[src/rtl/alu_result_buf.sv]
// Two-entry result buffer behind the 12:1 ALU result selector.
// Stores status flags, replaces the result of an illegal select with zero, and counts illegal selects.
module alu_result_buf #(
  parameter int WIDTH   = 16,
  parameter int SEL_W   = 4,
  parameter int NUM_OPS = 12,
  parameter int CNT_W   = 8
) (
  input  logic             clk,
  input  logic             rst_n,
  input  logic             in_valid,
  output logic             in_ready,
  input  logic [WIDTH-1:0] in_data,
  input  logic [SEL_W-1:0] in_sel,
  input  logic             in_ovf,
  output logic             out_valid,
  input  logic             out_ready,
  output logic [WIDTH-1:0] out_data,
  output logic [SEL_W-1:0] out_sel,
  output logic             out_zero,
  output logic             out_neg,
  output logic             out_ovf,
  output logic             out_illegal,
  output logic [CNT_W-1:0] illegal_cnt,
  input  logic             cnt_clr
);

  typedef enum logic [1:0] {
    EMPTY = 2'd0,
    ONE   = 2'd1,
    TWO   = 2'd2
  } state_e;

  typedef struct packed {
    logic [WIDTH-1:0] data;
    logic [SEL_W-1:0] sel;
    logic             ovf;
    logic             ill;
  } entry_t;

  // One extra bit lets NUM_OPS equal 2**SEL_W without overflowing the comparison.
  localparam logic [SEL_W:0]   NUM_OPS_L = NUM_OPS[SEL_W:0];
  localparam logic [CNT_W-1:0] CNT_MAX   = '1;

  state_e           state_q, state_d;
  entry_t           head_q, head_d;
  entry_t           tail_q, tail_d;
  logic [CNT_W-1:0] cnt_q, cnt_d;
  logic             rst_done_q, rst_done_d;

  entry_t new_entry;
  logic   push;
  logic   pop;

  // in_ready stays low until one clock edge has passed with reset released.
  assign in_ready  = rst_done_q && (state_q != TWO);
  assign out_valid = (state_q != EMPTY);
  assign push      = in_valid && in_ready;
  assign pop       = out_valid && out_ready;

  always_comb begin
    new_entry      = '0;
    new_entry.sel  = in_sel;
    new_entry.ill  = ({1'b0, in_sel} >= NUM_OPS_L);
    new_entry.data = new_entry.ill ? '0 : in_data;
    new_entry.ovf  = new_entry.ill ? 1'b0 : in_ovf;
  end

  always_comb begin
    state_d    = state_q;
    head_d     = head_q;
    tail_d     = tail_q;
    rst_done_d = 1'b1;
    case (state_q)
      EMPTY: begin
        if (push) begin
          head_d  = new_entry;
          state_d = ONE;
        end
      end
      ONE: begin
        if (push && pop) begin
          head_d = new_entry;
        end else if (push) begin
          tail_d  = new_entry;
          state_d = TWO;
        end else if (pop) begin
          head_d  = '0;
          state_d = EMPTY;
        end
      end
      TWO: begin
        if (pop) begin
          head_d  = tail_q;
          tail_d  = '0;
          state_d = ONE;
        end
      end
      default: begin
        head_d  = '0;
        tail_d  = '0;
        state_d = EMPTY;
      end
    endcase
  end

  always_comb begin
    cnt_d = cnt_q;
    if (cnt_clr) begin
      cnt_d = '0;
    end else if (push && new_entry.ill && (cnt_q != CNT_MAX)) begin
      cnt_d = cnt_q + 1'b1;
    end
  end

  always_ff @(posedge clk) begin
    if (!rst_n) begin
      state_q    <= EMPTY;
      head_q     <= '0;
      tail_q     <= '0;
      cnt_q      <= '0;
      rst_done_q <= 1'b0;
    end else begin
      state_q    <= state_d;
      head_q     <= head_d;
      tail_q     <= tail_d;
      cnt_q      <= cnt_d;
      rst_done_q <= rst_done_d;
    end
  end

  // head_q is cleared whenever the buffer empties, so gating is only needed for the zero flag.
  assign out_data    = head_q.data;
  assign out_sel     = head_q.sel;
  assign out_ovf     = head_q.ovf;
  assign out_illegal = head_q.ill;
  assign out_neg     = head_q.data[WIDTH-1];
  assign out_zero    = out_valid && (head_q.data == '0);
  assign illegal_cnt = cnt_q;

endmodule

[config.mk]
export PLATFORM = sky130hd
export DESIGN_NAME = alu_result_buf
export DESIGN_NICKNAME = d
export VERILOG_FILES = /design/src/rtl/alu_result_buf.sv
export SDC_FILE = /design/constraint.sdc
export NUM_CORES = 1
export LEC_CHECK = 0
export CAP_MARGIN = 20
export CORE_MARGIN = 2
export CORE_UTILIZATION = 42
export DETAILED_ROUTE_END_ITERATION = 8
export PLACE_DENSITY = 0.69
export SYNTH_ARGS = -nofsm -noshare
export SYNTH_HDL_FRONTEND = slang
export SYNTH_SLANG_ARGS = --single-unit
[constraint.sdc]
create_clock -name clk -period 1.85 [get_ports clk]
set_input_delay 0.185 -clock clk [delete_from_list [all_inputs] [get_ports clk]]
set_output_delay 0.185 -clock clk [all_outputs]
set_load 0.05 [all_outputs]
==> results.cfg <==
[status]
status = complete, no violations

[yosys]
synthMuxAreaShare = 0
synth_compound_area_frac = 0.248
yosysUniqueCellTypes = 41
synth_edf_count = 0
synth_top_family_by_area = simple AND/OR/NAND/NOR gates
yosysMostFrequentCell = dfxtp_1
yosys_warnings = 0
synth-simple-area-share = 0.261
netlist_area_um2 = 2490
yosys-top-cells-count = 55 x dfxtp_1, 47 x nand2_1, 31 x nand3_1
ys_seq_area_frac = 0.443
syn_area_per_cell_um2 = 8.49
synth_xor_area_frac = 0
ys.flop_type = dfxtp_1
syn_inst = 293
syn_nets = 320
synth_area_leaders = dfxtp_1 44%, nand2_1 7.1%, nand3_1 6.2%
yosys.area.top_type = dfxtp_1
synth.top_cell.area_share = 0.443
synthArstFlopShare = 0
ys_seq_elements = 55
synth_fa_ha_area_frac = 0.00503

[detailed_routing]
drt.antenna.violating_nets = 0
via_per_inst = 5.50
drt-total-wl_mm = 6.13
drt_iter0_markers = 176
drt-pass1-iter-count = 4
post-route-drc-count = 0
num_vias = 2369
wire_per_inst_um = 14.2

[setup_path]
path_depth = 1
path_max_fanout = 6
cp_data_required_time_ns = 1.66
r2r_cells = 4
crit_slowest_cell = clkdlybuf4s50_1
r2r-end = out_data[7]$_SDFFE_PN0P_
crit_path_end_kind = output pin
crit_end = illegal_cnt[5]
r2r_start = state_q[1]$_SDFFE_PN0P_
cpPeakStageDelay_ns = 0.84
crit_path_start_kind = register
cp_top_family = buffers and inverters
worstPathCellList = clkdlybuf4s50_1
rrSetupSlack_ns = 0.12
cp.arrival_ns = 1.59
cp-startpoint = illegal_cnt[5]$_SDFFE_PP0P_
critical_path_class = register to output pin
cp_num_buf_inv = 1

[placed_design]
placed_cells = 423
place_area_um2 = 3270
place.gp.congestion = 0.781
dp_hpwl_mm = 4.24
port-buffer-count = 59
pre_cts_slack_ns = -0.0774

[grt]
grt_antenna_before_repair = 0
track_usage = 0.192
grt_pass1_wl_mm = 9.95
grt_max_degree = 45
grt_pass1_vias = 2114
grt_overflow = 0

[clock_tree]
hold_buffers = 0
root_buffer = clkbuf_8
cts_inserted_buffers = 5
clk_pin_slew_worst_paths_ns = 0.10
cts.path.max_buffers = 2
postCtsSetupRepairBufs = 0
cts.sinks = 55
clk_latency_ns = 0.31
cts_tree = done
cts_max_level = 2

[timing]
fin_crit_sh = 0.959
fin_ws_ns = 0.0765
period_minus_slack_ns = 1.77
final_hold_viol_count = 0
setup_viol = 0
worst_slew_pin_slew_ns = 0.762
timing.hold.ws_ns = 0.441
max_freq_mhz = 564
rsz0062_at_grt = false
drv_slew = 0
tns_ns = 0
max_slew_margin = 0.492
fin_worst_skew_ns = 0.00585

[floorplan]
dieArea_um2 = 6550
start_util = 0.427
row_count = 28
die_x_um = 80.9
die_y_um = 80.9
ioPinCount = 60
coreArea_um2 = 5820

[layout]
register_area_um2 = 1100
final_core_util = 0.585
num-nets-final = 382
antennaDiodeCount = 0
final_layout_size_suffix_gt1_frac = 0.0955
area_delta_synth_final_pct = 36.9
instances_no_fill = 431
fillers = 572
fin_area_um2 = 3400
multi_input_area_um2 = 1290

[hold_path]
hp-start = in_data[2]
min_path_type = input port to register

[power_and_ir_drop]
total_power_mw = 2.67
power_leakage_nw = 1.23
max-vdd-ir-drop_uv = 391
p_per_area_nw_per_um2 = 783

[run]
max_cap_violations = 0
==> how the worst min path moves through the flow <==
stage / endpoint / slack [ns] / cells after the start
6_report: tail_q[8]$_SDFFE_PN0P_ / 0.44 / 3
5_1_grt: tail_q[17]$_SDFFE_PN0P_ / 0.46 / 3
4_1_cts: tail_q[7]$_SDFFE_PN0P_ / 0.44 / 3
3_5_place_dp: tail_q[8]$_SDFFE_PN0P_ / 0.46 / 2
3_3_place_gp: tail_q[18]$_SDFFE_PN0P_ / 0.45 / 2
2_1_floorplan: rst_done_q$_DFF_P_ / 0.21 / 0
==> power breakdown <==
part	switching (mW)	leakage, nW	total, mW	internal, mW
Sequential	0.0266	0.446	1.24	1.22
Combinational	0.294	0.714	0.500	0.206
Clock	0.381	0.0654	0.922	0.541
Total	0.702	1.23	2.67	1.96
==> cells in the final DEF, fill, tap and decap left out, types with 2 or more instances in the layout <==
cell type | Yosys | layout
a21oi_1 | 9 | 9
clkdlybuf4s50_1 | 0 | 56
o21ai_0 | 21 | 21
a22o_1 | 17 | 17
buf_4 | 3 | 15
nand2_1 | 47 | 47
nand3b_1 | 6 | 6
o211ai_1 | 2 | 2
a221o_1 | 4 | 4
nor2_2 | 1 | 2
a211oi_1 | 6 | 6
nand3_1 | 31 | 31
nand2b_1 | 3 | 3
nor3_1 | 4 | 3
nor2b_1 | 6 | 6
bufinv_16 | 0 | 2
or4_1 | 4 | 4
o31ai_1 | 20 | 20
dfxtp_1 | 55 | 55
and2_1 | 5 | 5
buf_12 | 0 | 5
nor2_1 | 7 | 6
nor4_1 | 4 | 4
inv_1 | 3 | 3
clkbuf_8 | 0 | 5
==> routing by layer <==
| layer | global-route usage | up-vias | part of all wire |
|---|---|---|---|
| met5 | 0 | - | 0 |
| met4 | 0.0508 | 0 | 0.011 |
| met3 | 0.0300 | 6 | 0.042 |
| met1 | 0.259 | 1101 | 0.47 |
| met2 | 0.321 | 53 | 0.48 |
| li1 | - | 1209 | - |
==> area by class of cell <==
class / instances / share of cell area
Timing Repair Buffer: 76 / 0.227
Clock buffer: 6 / 0.0213
Clock inverter: 2 / 0.0176
Inverter: 3 / 0.00331
Multi-Input combinational cell: 214 / 0.379
Tap cell: 75 / 0.0276
Sequential cell: 55 / 0.324
==> sequential cells by signal, indices dropped and copies added (netlist names) <==
register     cells
state_q          2
illegal_cnt      8
out_data        16
out_ovf          1
tail_q          22
rst_done_q       1
out_sel          4
out_illegal      1
==> cell families (layout without fill, tap and decap cells) <==
| family | after synthesis | count (layout) |
|---|---|---|
| AO/OA/AOI/OAI | 87 | 87 |
| flip-flops | 55 | 55 |
| AND/OR/NAND/NOR | 126 | 126 |
| buffers and inverters | 24 | 87 |
| adder cells (fa/ha/maj) | 1 | 1 |
==> what timing repair did <==
item / 4_1_cts / 5_1_grt
resized for setup: 0 / 1
endpoints found under the setup margin: 0 / 1
hold endpoints to repair: 0 / 0
(Power assumes the default switching activity.)
